### src/rtl/ctrl_seq_pkg.sv
// Shared definitions for the SimpleCPU control sequencer: opcodes, phase codes,
// instruction field positions and the register-index to one-hot helper.
package ctrl_seq_pkg;

    typedef enum logic [2:0] {
        ST_FETCH  = 3'd0,
        ST_IFETCH = 3'd1,
        ST_DECODE = 3'd2,
        ST_E1     = 3'd3,
        ST_E2     = 3'd4,
        ST_E3     = 3'd5,
        ST_HALT   = 3'd7
    } state_e;

    localparam int OP_HI  = 15;
    localparam int OP_LO  = 11;
    localparam int DST_HI = 10;
    localparam int DST_LO = 8;
    localparam int SRC_HI = 2;
    localparam int SRC_LO = 0;

    localparam logic [4:0] OP_NOP  = 5'd0;
    localparam logic [4:0] OP_LD   = 5'd1;
    localparam logic [4:0] OP_LN   = 5'd2;
    localparam logic [4:0] OP_CP   = 5'd3;
    localparam logic [4:0] OP_ST   = 5'd4;
    localparam logic [4:0] OP_SHL  = 5'd5;
    localparam logic [4:0] OP_ADD  = 5'd6;
    localparam logic [4:0] OP_SUB  = 5'd7;
    localparam logic [4:0] OP_JZ   = 5'd8;
    localparam logic [4:0] OP_JB   = 5'd9;
    localparam logic [4:0] OP_JMP  = 5'd10;
    localparam logic [4:0] OP_XOR  = 5'd11;
    localparam logic [4:0] OP_OR   = 5'd12;
    localparam logic [4:0] OP_AND  = 5'd13;
    localparam logic [4:0] OP_SHR  = 5'd14;
    localparam logic [4:0] OP_NOT  = 5'd15;
    localparam logic [4:0] OP_PUSH = 5'd16;
    localparam logic [4:0] OP_POP  = 5'd17;
    localparam logic [4:0] OP_HALT = 5'd18;

    // Index 0 (MAR) and indices beyond nreg map to no general-register bit.
    function automatic logic [7:0] reg_onehot(input logic [2:0] idx, input logic [2:0] nreg);
        logic [7:0] oh;
        oh = '0;
        if (idx != 3'd0 && idx <= nreg) oh = 8'd1 << (idx - 3'd1);
        return oh;
    endfunction

endpackage

### src/rtl/ctrl_seq_dec.sv
// Opcode classifier: groups opcodes by the execution shape they need and
// flags which register fields an instruction actually references.
module ctrl_seq_dec
    import ctrl_seq_pkg::*;
(
    input  logic [4:0] op_i,
    output logic       legal_o,
    output logic       is_nop_o,
    output logic       is_halt_o,
    output logic       is_alu_o,
    output logic       is_mem_o,
    output logic       is_jump_o,
    output logic       uses_e3_o,
    output logic       uses_dst_o,
    output logic       uses_src_o
);

    always_comb begin
        legal_o    = (op_i <= OP_HALT);
        is_nop_o   = (op_i == OP_NOP);
        is_halt_o  = (op_i == OP_HALT);
        is_alu_o   = 1'b0;
        is_mem_o   = (op_i == OP_LD) || (op_i == OP_ST);
        is_jump_o  = (op_i == OP_JZ) || (op_i == OP_JB) || (op_i == OP_JMP);
        uses_e3_o  = (op_i == OP_PUSH) || (op_i == OP_POP);
        uses_dst_o = 1'b0;
        uses_src_o = (op_i == OP_CP) || (op_i == OP_PUSH);
        case (op_i)
            OP_SHL, OP_ADD, OP_SUB, OP_XOR, OP_OR, OP_AND, OP_SHR, OP_NOT: begin
                is_alu_o   = 1'b1;
                uses_dst_o = 1'b1;
            end
            OP_LD, OP_LN, OP_CP, OP_ST, OP_POP: uses_dst_o = 1'b1;
            default: ;
        endcase
    end

endmodule

### src/rtl/ctrl_seq.sv
// Self-sequencing SimpleCPU control unit: phase FSM, IR capture and the
// per-phase bus enables, gated to zero while reset is held.
module ctrl_seq
    import ctrl_seq_pkg::*;
#(
    parameter int DW       = 16,
    parameter int NREG     = 4,
    parameter int SP_IDX   = 3,
    parameter int JB_LIMIT = 128
) (
    input  logic            clk,
    input  logic            reset,
    input  logic [DW-1:0]   cmd,
    input  logic [DW-1:0]   acc,
    input  logic            mem_rdy,
    output logic [NREG-1:0] idr,
    output logic [NREG-1:0] edr,
    output logic            iir,
    output logic            eir,
    output logic            imar,
    output logic            emar,
    output logic            ialu,
    output logic            ealu,
    output logic            iram,
    output logic            eram,
    output logic            iaddr,
    output logic            mem_req,
    output logic            pc_oe,
    output logic            pc_ld,
    output logic            pc_inc,
    output logic            sp_inc,
    output logic            sp_dec,
    output logic [3:0]      alu_op,
    output logic [2:0]      phase,
    output logic            halted,
    output logic            illegal
);

    localparam logic [2:0]    NREG_L = 3'(NREG);
    localparam logic [2:0]    SP_L   = 3'(SP_IDX);
    localparam logic [DW-1:0] JB_L   = DW'(JB_LIMIT);

    typedef struct packed {
        logic [NREG-1:0] idr;
        logic [NREG-1:0] edr;
        logic            iir, eir, imar, emar, ialu, ealu, iram, eram, iaddr;
        logic            mem_req, pc_oe, pc_ld, pc_inc, sp_inc, sp_dec, halted, illegal;
        logic [3:0]      alu_op;
    } ctl_t;

    state_e        state_q, state_d;
    logic [DW-1:0] ir_q, ir_d;
    ctl_t          ctl, ctl_g;

    logic [4:0] op;
    logic [2:0] dst, src;
    logic [7:0] dst_oh8, src_oh8, sp_oh8;
    logic [NREG-1:0] dst_oh, src_oh, sp_oh;
    logic legal, is_nop, is_halt, is_alu, is_mem, is_jump, uses_e3, uses_dst, uses_src;
    logic reg_bad, taken;
    logic unused_bits;

    assign op      = ir_q[OP_HI:OP_LO];
    assign dst     = ir_q[DST_HI:DST_LO];
    assign src     = ir_q[SRC_HI:SRC_LO];
    assign dst_oh8 = reg_onehot(dst, NREG_L);
    assign src_oh8 = reg_onehot(src, NREG_L);
    assign sp_oh8  = reg_onehot(SP_L, NREG_L);
    assign dst_oh  = dst_oh8[NREG-1:0];
    assign src_oh  = src_oh8[NREG-1:0];
    assign sp_oh   = sp_oh8[NREG-1:0];
    assign unused_bits = ^{ir_q, dst_oh8, src_oh8, sp_oh8};

    ctrl_seq_dec u_dec (
        .op_i       (op),
        .legal_o    (legal),
        .is_nop_o   (is_nop),
        .is_halt_o  (is_halt),
        .is_alu_o   (is_alu),
        .is_mem_o   (is_mem),
        .is_jump_o  (is_jump),
        .uses_e3_o  (uses_e3),
        .uses_dst_o (uses_dst),
        .uses_src_o (uses_src)
    );

    assign reg_bad = (uses_dst && dst > NREG_L) || (uses_src && src > NREG_L);
    assign taken   = is_jump && ((op == OP_JMP) ||
                                 (op == OP_JZ && acc == '0) ||
                                 (op == OP_JB && acc >= JB_L));

    always_ff @(posedge clk or negedge reset) begin
        if (!reset) begin
            state_q <= ST_FETCH;
            ir_q    <= '0;
        end else begin
            state_q <= state_d;
            ir_q    <= ir_d;
        end
    end

    always_comb begin
        state_d = state_q;
        ir_d    = ir_q;
        ctl     = '0;
        case (state_q)
            ST_FETCH: begin
                ctl.pc_oe = 1'b1;
                ctl.iaddr = 1'b1;
                state_d   = ST_IFETCH;
            end
            ST_IFETCH: begin
                ctl.mem_req = 1'b1;
                ctl.eram    = 1'b1;
                ctl.iir     = 1'b1;
                if (mem_rdy) begin
                    ctl.pc_inc = 1'b1;
                    ir_d       = cmd;
                    state_d    = ST_DECODE;
                end
            end
            ST_DECODE: begin
                ctl.eir     = 1'b1;
                ctl.imar    = 1'b1;
                ctl.illegal = !legal || reg_bad;
                if (!legal || is_nop) state_d = ST_FETCH;
                else if (is_halt)     state_d = ST_HALT;
                else                  state_d = ST_E1;
            end
            ST_E1: begin
                state_d = (is_alu || is_mem || uses_e3) ? ST_E2 : ST_FETCH;
                if (is_alu) begin
                    ctl.emar   = (dst == 3'd0);
                    ctl.edr    = dst_oh;
                    ctl.ialu   = 1'b1;
                    ctl.alu_op = op[3:0];
                end else if (op == OP_LN) begin
                    ctl.emar = 1'b1;
                    ctl.imar = (dst == 3'd0);
                    ctl.idr  = dst_oh;
                end else if (op == OP_CP && src != dst) begin
                    // Copying a register onto itself drives nothing, so idr/edr never collide.
                    ctl.emar = (src == 3'd0);
                    ctl.edr  = src_oh;
                    ctl.imar = (dst == 3'd0);
                    ctl.idr  = dst_oh;
                end else if (is_mem) begin
                    ctl.emar  = 1'b1;
                    ctl.iaddr = 1'b1;
                end else if (taken) begin
                    ctl.emar  = 1'b1;
                    ctl.pc_ld = 1'b1;
                end else if (op == OP_PUSH) begin
                    ctl.sp_dec = 1'b1;
                end else if (op == OP_POP) begin
                    ctl.edr   = sp_oh;
                    ctl.iaddr = 1'b1;
                end
            end
            ST_E2: begin
                state_d = ST_FETCH;
                if (is_alu) begin
                    ctl.ealu = 1'b1;
                    ctl.idr  = NREG'(1);
                end else if (op == OP_ST) begin
                    ctl.emar    = (dst == 3'd0);
                    ctl.edr     = dst_oh;
                    ctl.iram    = 1'b1;
                    ctl.mem_req = 1'b1;
                    if (!mem_rdy) state_d = ST_E2;
                end else if (op == OP_LD || op == OP_POP) begin
                    ctl.eram    = 1'b1;
                    ctl.imar    = (dst == 3'd0);
                    ctl.idr     = dst_oh;
                    ctl.mem_req = 1'b1;
                    if (!mem_rdy)     state_d = ST_E2;
                    else if (uses_e3) state_d = ST_E3;
                end else if (op == OP_PUSH) begin
                    ctl.edr   = sp_oh;
                    ctl.iaddr = 1'b1;
                    state_d   = ST_E3;
                end
            end
            ST_E3: begin
                state_d = ST_FETCH;
                if (op == OP_PUSH) begin
                    ctl.emar    = (src == 3'd0);
                    ctl.edr     = src_oh;
                    ctl.iram    = 1'b1;
                    ctl.mem_req = 1'b1;
                    if (!mem_rdy) state_d = ST_E3;
                end else if (op == OP_POP) begin
                    ctl.sp_inc = 1'b1;
                end
            end
            ST_HALT: begin
                ctl.halted = 1'b1;
            end
            default: state_d = ST_FETCH;
        endcase
    end

    // Enables drop the moment reset asserts, independent of the clock.
    assign ctl_g = reset ? ctl : '0;

    assign idr     = ctl_g.idr;
    assign edr     = ctl_g.edr;
    assign iir     = ctl_g.iir;
    assign eir     = ctl_g.eir;
    assign imar    = ctl_g.imar;
    assign emar    = ctl_g.emar;
    assign ialu    = ctl_g.ialu;
    assign ealu    = ctl_g.ealu;
    assign iram    = ctl_g.iram;
    assign eram    = ctl_g.eram;
    assign iaddr   = ctl_g.iaddr;
    assign mem_req = ctl_g.mem_req;
    assign pc_oe   = ctl_g.pc_oe;
    assign pc_ld   = ctl_g.pc_ld;
    assign pc_inc  = ctl_g.pc_inc;
    assign sp_inc  = ctl_g.sp_inc;
    assign sp_dec  = ctl_g.sp_dec;
    assign alu_op  = ctl_g.alu_op;
    assign halted  = ctl_g.halted;
    assign illegal = ctl_g.illegal;
    assign phase   = state_q;

endmodule

### config.mk
export PLATFORM = sky130hd
export DESIGN_NAME = ctrl_seq
export DESIGN_NICKNAME = d
export VERILOG_FILES = /design/src/rtl/ctrl_seq_pkg.sv /design/src/rtl/ctrl_seq_dec.sv /design/src/rtl/ctrl_seq.sv
export SDC_FILE = /design/constraint.sdc
export NUM_CORES = 1
export LEC_CHECK = 0
export CORE_MARGIN = 5
export CORE_UTILIZATION = 38
export CTS_BUF_LIST = sky130_fd_sc_hd__clkbuf_16
export DETAILED_ROUTE_END_ITERATION = 8
export PLACE_DENSITY_LB_ADDON = 0.12
export SYNTH_ARGS = -nofsm -noshare
export SYNTH_HDL_FRONTEND = slang
export SYNTH_SLANG_ARGS = --single-unit
### constraint.sdc
create_clock -name clk -period 1.7 [get_ports clk]
set_clock_uncertainty 0.05 [all_clocks]
set_input_delay 0.17 -clock clk [delete_from_list [all_inputs] [get_ports clk]]
set_output_delay 0.17 -clock clk [all_outputs]
set_load 0.02 [all_outputs]
Word level (Yosys, flattened, before mapping)

Index checks and enable logic that the tools add are counted.

Flip-flop bits (word level): 19
Latch bits: 0
Memory bits (writable): 0
Memory bits (read-only): 0
Bits of input ports: 35
Memories: 0

$add $sub $neg: 2
Multiply operators: 0
Divide/modulo/power cells: 0
Magnitude comparators: 6
Equality and inequality tests: 26
Shift operators: 2
Mux-type cells: 95
Bitwise gates (word level): 1
Reduce and logical (&&, ||, !) cells: 33

Operator list:

| operator              | count |
|---|---|
| $mux W4               | 21 |
| $mux W1               | 46 |
| $mux W3               | 15 |
| $eq A5 B4 Y1 const B  | 8 |
| $mux W29              | 1 |
| $pmux W3 S7           | 1 |
| $eq A5 B3 Y1 const B  | 4 |
| $ge A16 B8 Y1 const B | 1 |
| $logic_not A16 Y1     | 1 |
| $eq A5 B5 Y1 const B  | 3 |
| $logic_or A1 B1 Y1    | 13 |
| $reduce_or A13 Y1     | 1 |
| $pmux W1 S3           | 4 |
| $pmux W4 S3           | 1 |
| $eq A5 B2 Y1 const B  | 2 |
| $eq A3 B3 Y1 const B  | 3 |
| $logic_not A3 Y1      | 3 |
| $logic_and A1 B1 Y1   | 8 |
| $pmux W4 S2           | 1 |
| $reduce_or A8 Y1      | 1 |
| $shl A1 B3 Y4 const A | 2 |
| $eq A3 B2 Y1 const B  | 2 |
| $gt A3 B3 Y1 const B  | 2 |
| $le A3 B3 Y1 const B  | 2 |
| other kinds (13)      | 19 |

Logic depth before layout (Yosys ltp)

Gate-level depths: netlist of run 1.

Depth after elaboration: 12
Gate-level depth with buffers: 7
Mapped depth without buffers: 6

Modules after synthesis

From an unflattened synthesis of run 1, not the netlist that was laid out.

Cells, all modules: 217
Area, all modules: 1706.6 µm²

By module, submodules not included:

| module       | instances | cells an instance | area each (µm²) | sequential area each (µm²) |
|---|---|---|---|---|
| ctrl_seq     | 1         | 192               | 1531.5          | 350.3 |
| ctrl_seq_dec | 1         | 25                | 175.2           | 0.0 |

Worst setup path after synthesis of run 1

No wires, ideal clock.

Path type: reg2out
Start point: reg ir_q[15]
End point: out idr[1]
Arrival time: 1.832 ns
Setup slack: -0.352 ns
Stages on the path, launching flop included: 5
Path buffers: 0
Cell sequence: dfrtp_1 or4b_4 a21o_1 o21a_1 nor3_1

Cells in the longest elaborated chain, start to end: 7
Elaborated cells between the ends (all ways): 25
Those cells by class: 13 x eq/ne; 9 x mux; 3 x reduce/logical

Ends and longest elaborated chain:

| item                                                             | line                             | text |
|---|---|---|
| start: declaration                                               | ctrl_seq.sv:52                   | `logic [DW-1:0] ir_q, ir_d;` |
| start signal: assignment                                         | ctrl_seq.sv:98                   | `ir_q <= ir_d;` |
| $eq A5 B1 Y1 (tied with other cells)                             | ctrl_seq.sv:171                  | `end else if (op == OP_LD \|\| op == OP_POP) begin` |
| $logic_or A1 B1 Y1 / $logic_and A1 B1 Y1 (equally long branches) | ctrl_seq.sv:171, ctrl_seq.sv:141 |  |
| $mux W4 (on tied branches)                                       | ctrl_seq.sv:171, ctrl_seq.sv:141 |  |
| $mux W4 (on tied branches)                                       | ctrl_seq.sv:165, ctrl_seq.sv:137 |  |
| $mux W4 (on tied branches)                                       | ctrl_seq.sv:162, ctrl_seq.sv:132 |  |
| $pmux W4 S2 (*)                                                  | ctrl_seq.sv:106                  | `case (state_q)` |
| $mux W29 (*)                                                     | ctrl_seq.sv:204                  | `assign ctl_g = reset ? ctl : '0;` |
| end: declaration                                                 | ctrl_seq.sv:16                   | `output logic [NREG-1:0] idr,` |

Every way passes the cells marked *; elsewhere a longest branch is shown, timed or not.

Worst setup path in the final report of run 1

Start point: reg ir_q[14]
End point: out edr[0]

Cells in the longest elaborated chain, start to end: 12
Elaborated cells between the ends (all ways): 41
Those cells by class: 17 x eq/ne; 13 x mux; 11 x reduce/logical

Ends and longest elaborated chain:

| item                | line                               | text |
|---|---|---|
| $eq A5 B4 Y1        | ctrl_seq_dec.sv:24, ctrl_seq.sv:89 |  |
| $logic_and A1 B1 Y1 | ctrl_seq.sv:89                     | `(op == OP_JZ && acc == '0) \|\|` |
| $logic_or A1 B1 Y1  | ctrl_seq.sv:88                     | `assign taken = is_jump && ((op == OP_JMP) \|\|` |
| $logic_or A1 B1 Y1  | ctrl_seq.sv:89                     |  |
| $logic_and A1 B1 Y1 | ctrl_seq.sv:88                     |  |
| $mux W4             | ctrl_seq.sv:150                    | `end else if (taken) begin` |
| $mux W4             | ctrl_seq.sv:147                    | `end else if (is_mem) begin` |
| $mux W4             | ctrl_seq.sv:141                    | `end else if (op == OP_CP && src != dst) begin` |
| $mux W4             | ctrl_seq.sv:137                    | `end else if (op == OP_LN) begin` |
| $mux W4             | ctrl_seq.sv:132                    | `if (is_alu) begin` |
| $pmux W4 S3 (*)     | ctrl_seq.sv:106                    |  |
| $mux W29 (*)        | ctrl_seq.sv:204                    |  |
| end: declaration    | ctrl_seq.sv:17                     | `output logic [NREG-1:0] edr,` |

Marks and branches as above.

==> results by group, run 1 <==
Logic synthesis
  • Primary FF master, synth: dfrtp_1
  • Synth Instances: 206
  • Yosys warnings: 0
  • Most frequent cell after synthesis: nand2_1
  • Syn Nets: 245
  • Leading area contributor after synthesis: dfrtp_1
  • Largest cells by area after synthesis: dfrtp_1 (23%), nand2_1 (5.2%), o21ai_0 (5.0%)
  • Yosys reg bits: 14
  • Sequential cell area fraction in the yosys report: 23.3%
  • Ys async rst share: 100%
  • Most frequent cells after synthesis: nand2_1 (21), nor2_1 (18), o21ai_0 (15)
  • Area share of the largest cell type after synthesis: 23.3%
  • Syn avg cell area: 7.30 um^2
  • Number of synthesized flops with an enable pin: 0
  • Synth unique cells: 51
  • Mapped Area: 1500 um^2

Floorplanning
  • Core area: 3740 um^2
  • IO Count: 67
  • Die area: 5320 um^2
  • Die height: 72.9 um
  • Die width: 72.9 um
  • Rows: 22
  • Initial Util: 40.2%

Outcome
  • Status: finished, violations left
  • Failing checks: setup timing

Placement
  • RD Place Congestion: 0.929
  • Port Buffers: 61
  • DP Worst Slack: -1020 ps
  • Detail Placement HPWL: 4.77 mm

Drt
  • # DRC: 0
  • Initial DRC count: 170
  • Vias per std cell: 5.68
  • Drt first pass iters: 4
  • Final ANT Viol Nets: 0
  • Drt wl/cell: 18.0 um
  • Routed vias: 2248
  • Met1 wire length: 2.83 mm
  • Detailed Route WL: 7.14 mm
  • Met2 wire length: 3.38 mm
  • Met3 wire length: 701 um
  • Max Used Layer: met4

Job
  • Max-Cap Viols: 0

Timing
  • Final period utilization: 135%
  • RSZ-0062 raised after global routing: yes
  • Setup WS post-layout: -587 ps
  • Fmax: 437 MHz
  • Slew Limit Fails: 0
  • Slew HR: 76.1%
  • # setup viols final: 26
  • Worst-Margin Slew: 354 ps
  • Hold Fails Final Rpt: 0
  • Crit path time final: 2290 ps

Pwr
  • Flop pwr share: 38.3%
  • Pint: 0.714 mW
  • Pwr Density: 264 nW/um^2
  • Comb pwr share: 11.8%
  • Static Leak: 1.40 nW
  • Switching Share: 18.2%
  • Peak VDD IR: 0.000513 V
  • Clock share of power: 49.9%
  • Final Total Pwr: 0.873 mW
  • Net Switching: 0.159 mW

Global routing
  • Largest net degree at the start of global routing: 13
  • Overall track demand over capacity in global routing: 23.4%
  • Vias in the first global route: 2102
  • First-pass GRT wire length: 9.83 mm
  • Grt total ovfl: 0
  • Initial antenna violation count: 0

Finish
  • Area Growth Syn to Fin: 120%
  • Final Util: 88.3%
  • Final nets: 389
  • N_diodes: 0
  • Layout cells sized above 1: 55.5%
  • Multi-input logic area: 1420 um^2
  • FILL cells: 193
  • Reg area: 354 um^2

Clock network
  • H-tree depth reported by CTS: 1
  • CTS tree: built
  • Clock tree buffer depth: 2
  • CTS root buf: clkbuf_16
  • Worst skew pair latency: 240 ps
  • Total CTS buffers: 3
  • # clock sinks: 14
  • Worst-path clk slew: 50 ps

Setup path
  • R2R depth: 8
  • Critical path origin: ir_q[14]$_DFFE_PN0P_
  • Critical path class: register to output port
  • Worst-path fanout max: 5
  • Required time worst endpoint: 1480 ps
  • R2R Setup Slk: -50 ps
  • Worst path arrival time: 2070 ps
  • Worst reg2reg endpoint: phase[1]$_DFFE_PN0P_
  • Worst Setup Start Kind: register
  • Worst Setup End Kind: output port
  • Reg2Reg Launch Point: ir_q[12]$_DFFE_PN0P_

Min path
  • Hold Path Class: primary input to async pin
[layout by cell type (no fill, tap or decap), types with 3 or more instances in the layout]
master and n:
nand4_1 4, inv_1 10, a21oi_2 5, a21o_1 4, nor3_2 3, nand2_1 17
nor3_1 3, mux2_2 5, dlymetal6s2s_1 3, dfrtp_2 3, and3_1 5, ha_1 4
nor3_4 5, buf_6 31, and3_4 3, nand2_2 4, clkbuf_16 3, nand3_1 9
xnor2_1 3, buf_4 85, clkdlybuf4s50_1 28, o21ai_0 10, dfrtp_1 11, nor2_1 12
a21oi_1 3, nor2_2 3, nor2_4 4, o21ai_2 4, nor4_1 3
[final cells by class]
cell class / instances / area share, %
multi-input cells: 166 / 42.8
well taps: 48 / 1.82
clock buffers: 3 / 2.27
flip-flops and latches: 14 / 10.7
inverters: 12 / 1.59
repair buffers: 153 / 40.8
[power groups by stage]
stage / Clock (mW) / Combinational (mW) / Sequential (mW)
after floorplan: 0 / 0.0108 / 0.339
after CTS: 0.435 / 0.0985 / 0.334
final: 0.436 / 0.103 / 0.334
after global placement: 0 / 0.0962 / 0.339
after detailed placement: 0 / 0.0982 / 0.339
after global routing: 0.454 / 0.109 / 0.334
[per-layer routing]
metal	track usage, %	vias to the layer above
li1	-	1043
met1	30.4	1065
met2	39.9	117
met3	3.72	23
met4	6.97	0
met5	0	-
[critical path: stages, from the launching register on]
cell	delay, ps
dfrtp_2	440
or4b_4	570
nor3_4	130
and3_1	210
nor2_1	70
o41ai_4	210
buf_4	190
[flip-flops by register name, indices dropped and copies added, names as in the netlist]
signal and count:
ir_q 11, phase 3
[logic make-up after synthesis]
| family | count (synthesis) | share of synthesized area (%) |
|---|---|---|
| muxes | 6 | 4.41 |
| buffers and inverters | 26 | 7.24 |
| and+or+nand+nor | 96 | 33.9 |
| adders and majority gates | 4 | 3.33 |
| AOI/OAI and AO/OA | 56 | 25.5 |
| DFF | 14 | 23.3 |
| xor gates and xnor gates | 4 | 2.33 |
[per-stage QoR]
step	area, um^2	instances	setup TNS [ps]	hold slack [ps]
2_1_floorplan	1630	206	-971	-176
3_3_place_gp	2830	381	-16760	540
3_5_place_dp	2830	381	-17290	546
4_1_cts	3040	387	-7880	297
5_1_grt	3310	396	-10770	195
6_report	3310	396	-8930	168
[how the worst max path moves through the flow]
stage          cells after the start     end
6_report                           6  edr[0]
3_5_place_dp                       7    emar
2_1_floorplan                      5  edr[0]
3_3_place_gp                       7    emar
5_1_grt                            6  edr[0]
4_1_cts                            6  edr[0]
[repair_timing]
| action | 4_1_cts | 5_1_grt |
|---|---|---|
| endpoints found under the hold margin | 0 | 4 |
| gates resized for setup | 187 | 52 |
| hold buffers | 0 | 2 |
| endpoints found under the setup margin | 32 | 33 |
| pin swaps | 15 | 16 |
| setup buffers | 3 | 8 |
Power figures use the tool's default switching activity.
==> run 2: changes to the inputs <==
--- a/config.mk
+++ b/config.mk
@@ -10,6 +10,7 @@
 export CTS_BUF_LIST = sky130_fd_sc_hd__clkbuf_16
 export DETAILED_ROUTE_END_ITERATION = 8
 export PLACE_DENSITY_LB_ADDON = 0.12
+export SKIP_CTS_REPAIR_TIMING = 1
 export SYNTH_ARGS = -nofsm -noshare
 export SYNTH_HDL_FRONTEND = slang
 export SYNTH_SLANG_ARGS = --single-unit
==> results by group, run 2 (synthesized netlist as in run 1, its figures left out) <==
Drt
  • Routed vias: 2106 (-6.3%)
  • Drt wl/cell: 16.1 um (-11%)
  • # DRC: 0 (unchanged)
  • Drt first pass iters: 5 (+1)
  • Initial DRC count: 129 (-24%)
  • Final ANT Viol Nets: 0 (unchanged)
  • Detailed Route WL: 6.23 mm (-13%)
  • Vias per std cell: 5.44 (-4.1%)

Clock network
  • CTS root buf: clkbuf_16
  • Worst skew pair latency: 240 ps (about the same)
  • H-tree depth reported by CTS: 1 (unchanged)
  • Clock tree buffer depth: 2 (unchanged)
  • Worst-path clk slew: 50 ps (about the same)
  • # clock sinks: 14 (unchanged)
  • Total CTS buffers: 3 (unchanged)
  • CTS tree: built

Finish
  • Max FFs per register: 11 (unchanged)
  • Most common cell after layout, fill and taps aside: buf_4
  • Largest Register: ir_q
  • Area Growth Syn to Fin: 104%
  • Highest-count cells in the layout ignoring fill and taps: buf_4 (87), clkdlybuf4s50_1 (29), nand2_1 (20)
  • N_diodes: 0 (unchanged)
  • Design Area, Final: 3070 um^2 (-7.2%)
  • Layout cells sized above 1: 46.6% (-8.9 points)
  • Final nets: 380 (-2.3%)
  • Layout Cells excl Fill: 387 (-2.3%)

Timing
  • Hold WS: 305 ps (+137 ps)
  • Hold Fails Final Rpt: 0 (unchanged)
  • Final period utilization: 132% (-2.7 points)
  • Final setup TNS: -9070 ps (-143 ps)
  • Worst-Margin Slew: 334 ps (-19.9 ps)
  • RSZ-0062 raised after global routing: yes
  • # setup viols final: 26 (unchanged)
  • Fmax: 446 MHz (+2.1%)
  • Crit path time final: 2240 ps (-46.1 ps)
  • Slew Limit Fails: 0 (unchanged)
  • Slew HR: 77.7% (+1.7 points)
  • Setup WS post-layout: -541 ps (+46.1 ps)

Global routing
  • Initial antenna violation count: 0 (unchanged)
  • Overall track demand over capacity in global routing: 21.2% (-2.3 points)
  • Vias in the first global route: 1944 (-7.5%)
  • Grt total ovfl: 0 (unchanged)
  • M2 GR Usage: 34.6% (-5.3 points)
  • Global Route met3 Usage: 2.89% (-0.83 points)
  • GR peak layer: met2
  • Largest net degree at the start of global routing: 13 (unchanged)
  • Met1 Resource Use GR: 29.0% (-1.4 points)
  • First-pass GRT wire length: 8.88 mm (-9.6%)

Placement
  • Placed insts: 381 (unchanged)
  • Post-DP Area: 2830 um^2 (unchanged)
  • RD Place Congestion: 0.929 (unchanged)
  • Detail Placement HPWL: 4.77 mm (unchanged)
  • Port Buffers: 61 (unchanged)

Setup path
  • Worst Setup End Kind: output port
  • Required time worst endpoint: 1480 ps (about the same)
  • Critical path class: register to output port
  • Worst Setup Start Kind: register
  • Worst-path fanout max: 4 (-1)
  • Worst path arrival time: 2020 ps (-50 ps)

Outcome
  • Status: finished, violations left
  • Failing checks: setup timing

Floorplanning
  • IO Count: 67 (unchanged)
  • Die area: 5320 um^2 (unchanged)
  • Rows: 22 (unchanged)
  • Core area: 3740 um^2 (unchanged)
  • Die height: 72.9 um (unchanged)
  • Die width: 72.9 um (unchanged)
  • Initial Util: 40.2% (unchanged)

Job
  • Max-Cap Viols: 0 (unchanged)

Pwr
  • Pwr Density: 281 nW/um^2 (+6.4%)
  • Static Leak: 1.44 nW (+3.4%)
  • Peak VDD IR: 0.000764 V (+49%)

Min path
  • Hold Path Class: primary input to async pin
==> run 2: cell count changes in the layout (fill, tap and decap cells not counted), moves of 3 or more <==
cell,change
a21oi_2,-3
buf_6,-15
dlymetal6s2s_1,+6
nand2_1,+3
a21oi_1,+4
nor2_2,-3
nor2_1,+4
nand2_2,-3
==> run 2: cell type report <==
class	count	area, um^2
multi-input combinational	166	1280
fill	273	674
timing repair buffer	144	1250
tap	48	60.1
sequential	14	354
clock buffer	3	75.1
inverter	12	45.0
==> run 2: path summary, 6_finish.rpt <==
check | slack, ps | to | cells past startpoint | start
max | -540 | edr[0] | 6 | ir_q[15]$_DFFE_PN0P_
min | 310 | phase[0]$_DFFE_PN0P_ | 2 | reset
max reg2reg | -70 | phase[1]$_DFFE_PN0P_ | 8 | ir_q[12]$_DFFE_PN0P_
min reg2reg | 560 | ir_q[1]$_DFFE_PN0P_ | 1 | ir_q[1]$_DFFE_PN0P_
max in group asynchronous | 910 | ir_q[14]$_DFFE_PN0P_ | 3 | reset
min in group clk | 440 | ir_q[14]$_DFFE_PN0P_ | 3 | cmd[14]
==> run 2: metal layers <==
| metal | vias up | share of wire, % | wire [um] |
|---|---|---|---|
| met5 | - | 0 | 0 |
| met4 | 0 | 2.0 | 127 |
| met3 | 10 | 8.3 | 516 |
| met2 | 85 | 47 | 2940 |
| met1 | 982 | 42 | 2640 |
| li1 | 1029 | - | - |
==> run 2: worst max-delay path: stages (launching register included) <==
cell and delay (ps):
dfrtp_1 410, or4b_4 590, nor3_4 150, and3_4 200, nor2_1 60, o41ai_4 190, buf_4 190
==> run 2: through the flow <==
| stage | total power [mW] | worst slack [ps] | util [%] |
|---|---|---|---|
| 3_3_place_gp | 0.435 | -857 | 75.6 |
| 3_5_place_dp | 0.437 | -1020 | 75.6 |
| 5_1_grt | 0.888 | -609 | 82.0 |
| 4_1_cts | 0.868 | -1040 | 77.6 |
| 6_report | 0.863 | -541 | 82.0 |
| 2_1_floorplan | 0.350 | -168 | - |
==> run 2: where the power goes <==
group,switching (mW),internal [mW],total (mW)
Sequential,0,0.334,0.334
Clock,0.124,0.307,0.431
Combinational,0.0283,0.0696,0.0979
Total,0.152,0.711,0.863
==> run 3: changes to the inputs <==
--- a/config.mk
+++ b/config.mk
@@ -5,9 +5,11 @@
 export SDC_FILE = /design/constraint.sdc
 export NUM_CORES = 1
 export LEC_CHECK = 0
+export ABC_AREA = 0
 export CORE_MARGIN = 5
 export CORE_UTILIZATION = 38
 export CTS_BUF_LIST = sky130_fd_sc_hd__clkbuf_16
+export CTS_CLUSTER_SIZE = 20
 export DETAILED_ROUTE_END_ITERATION = 8
 export PLACE_DENSITY_LB_ADDON = 0.12
 export SKIP_CTS_REPAIR_TIMING = 1
==> constraint.sdc (replaced) <==
create_clock -name clk -period 1.9 [get_ports clk]
set_clock_uncertainty 0.05 [all_clocks]
set_input_delay 0.19 -clock clk [delete_from_list [all_inputs] [get_ports clk]]
set_output_delay 0.19 -clock clk [all_outputs]
set_load 0.02 [all_outputs]
==> results by group, run 3 (synthesized netlist as in run 1, its figures left out) <==
Clock network
  • Worst-path clk slew: 50 ps (about the same)
  • CTS tree: built
  • CTS root buf: clkbuf_16
  • H-tree depth reported by CTS: 1 (unchanged)
  • Clock tree buffer depth: 2 (unchanged)
  • Total CTS buffers: 3 (unchanged)
  • Worst skew pair latency: 250 ps (about the same)
  • # clock sinks: 14 (unchanged)

Min path
  • Hold Path Class: primary input to async pin

Setup path
  • Critical path class: register to output port
  • Top Family by Delay on Critical Path: simple AND/OR/NAND/NOR gates
  • Max stage delay on crit path: 560 ps (-30 ps)
  • Worst Setup Start Kind: register
  • Cell Chain, Critical Path: or4b_4 > nor3_4 > nand3_1 > a21oi_2 > a41o_1 > clkbuf_2
  • Worst path slowest cell: or4b_4
  • Worst path arrival time: 2090 ps (+70 ps)
  • Worst Setup End Kind: output port
  • Required time worst endpoint: 1660 ps (+180 ps)
  • Worst-path fanout max: 4 (unchanged)
  • WP buf/inv: 1 (unchanged)

Floorplanning
  • Die area: 5320 um^2 (unchanged)
  • Initial Util: 40.2% (unchanged)
  • Die width: 72.9 um (unchanged)
  • Rows: 22 (unchanged)
  • Core area: 3740 um^2 (unchanged)
  • IO Count: 67 (unchanged)
  • Die height: 72.9 um (unchanged)

Outcome
  • Failing checks: setup timing
  • Status: finished, violations left

Placement
  • Detail Placement HPWL: 4.85 mm (+1.7%)
  • RD Place Congestion: 0.885 (-4.7%)
  • Placed insts: 375 (-1.6%)
  • Port Buffers: 61 (unchanged)

Timing
  • Hold WS: 387 ps (+81.5 ps)
  • Hold Fails Final Rpt: 0 (unchanged)
  • Fmax: 429 MHz
  • Setup WS post-layout: -431 ps (+110 ps)
  • Crit path time final: 2330 ps
  • RSZ-0062 raised after global routing: yes
  • Worst-Margin Slew: 539 ps (+205 ps)
  • Final period utilization: 123%
  • # setup viols final: 22 (-15%)
  • Slew Limit Fails: 0 (unchanged)
  • Slew HR: 63.8% (-14 points)

Global routing
  • Vias in the first global route: 1940 (-0.21%)
  • Largest net degree at the start of global routing: 14 (+1)
  • Overall track demand over capacity in global routing: 22.5% (+1.3 points)
  • Initial antenna violation count: 0 (unchanged)
  • Grt total ovfl: 0 (unchanged)
  • First-pass GRT wire length: 9.14 mm (+2.9%)

Drt
  • Drt wl/cell: 16.6 um (+3.1%)
  • Vias per std cell: 5.39 (-0.88%)
  • Routed vias: 2055 (-2.4%)
  • Drt first pass iters: 4 (-1)
  • Final ANT Viol Nets: 0 (unchanged)
  • Detailed Route WL: 6.32 mm (+1.5%)
  • Initial DRC count: 156 (+21%)
  • # DRC: 0 (unchanged)

Finish
  • Final Util: 78.6% (-3.4 points)
  • Final nets: 373 (-1.8%)
  • Largest Register: ir_q
  • Most common cell after layout, fill and taps aside: buf_4
  • Highest-count cells in the layout ignoring fill and taps: buf_4 (80), clkdlybuf4s50_1 (32), nand2_1 (20)
  • Layout cells sized above 1: 42.0% (-4.6 points)
  • N_diodes: 0 (unchanged)
  • Area Growth Syn to Fin: 95.7%
  • Max FFs per register: 11 (unchanged)
  • Layout Cells excl Fill: 381 (-1.6%)

Pwr
  • Peak VDD IR: 0.000357 V (-53%)
  • Pwr Density: 275 nW/um^2 (-2.0%)
  • Static Leak: 1.41 nW (-2.4%)

Job
  • Max-Cap Viols: 0 (unchanged)
## run 3: power breakdown
part / switching [mW] / internal (mW)
sequential: 0 / 0.299
combinational: 0.0273 / 0.0627
clock: 0.142 / 0.280
total: 0.169 / 0.641
## run 3: final cells by class
class | count | area (um^2)
repair buffers | 137 | 1170
multi-input cells | 166 | 1240
well taps | 48 | 60.1
clock inverters | 1 | 3.75
fillers | 298 | 801
flip-flops and latches | 14 | 352
inverters | 12 | 45.0
clock buffers | 3 | 75.1
## run 3: per-layer routing
metal | share of wire, % | routed length [um] | global-route usage [%]
met5 | 0 | 0 | 0
met3 | 9.7 | 614 | 4.68
met2 | 46 | 2890 | 35.2
met1 | 42 | 2670 | 30.5
met4 | 2.4 | 151 | 7.99
## run 3: stage by stage
stage,setup TNS (ps),cell area [um^2],power (mW),setup WS (ps)
detailed placement,-12410,2710,0.390,-827
global route,-7210,2940,0.836,-493
CTS,-17950,2790,0.812,-887
global placement,-12010,2710,0.389,-787
finish,-5200,2940,0.810,-431
floorplan,-247,1550,0.313,-78.9
## run 3: final timing paths
path | start | end | slack (ps) | depth (start not counted)
max in group asynchronous | reset | ir_q[12]$_DFFE_PN0P_ | 1250 | 3
max | ir_q[14]$_DFFE_PN0P_ | edr[1] | -430 | 6
min in group clk | cmd[15] | ir_q[15]$_DFFE_PN0P_ | 440 | 3
max reg2reg | phase[2]$_DFFE_PN0P_ | ir_q[9]$_DFFE_PN0P_ | 70 | 7
min | reset | phase[1]$_DFFE_PN0P_ | 390 | 3
min reg2reg | ir_q[0]$_DFFE_PN0P_ | ir_q[0]$_DFFE_PN0P_ | 620 | 2
## run 3: worst register-to-register path: stages (launching register included)
cell     delay (ps)
dfrtp_1         420
buf_4           170
inv_1            80
buf_4           130
nand3_1         130
nor2_2          180
buf_4           200
mux2_2          350
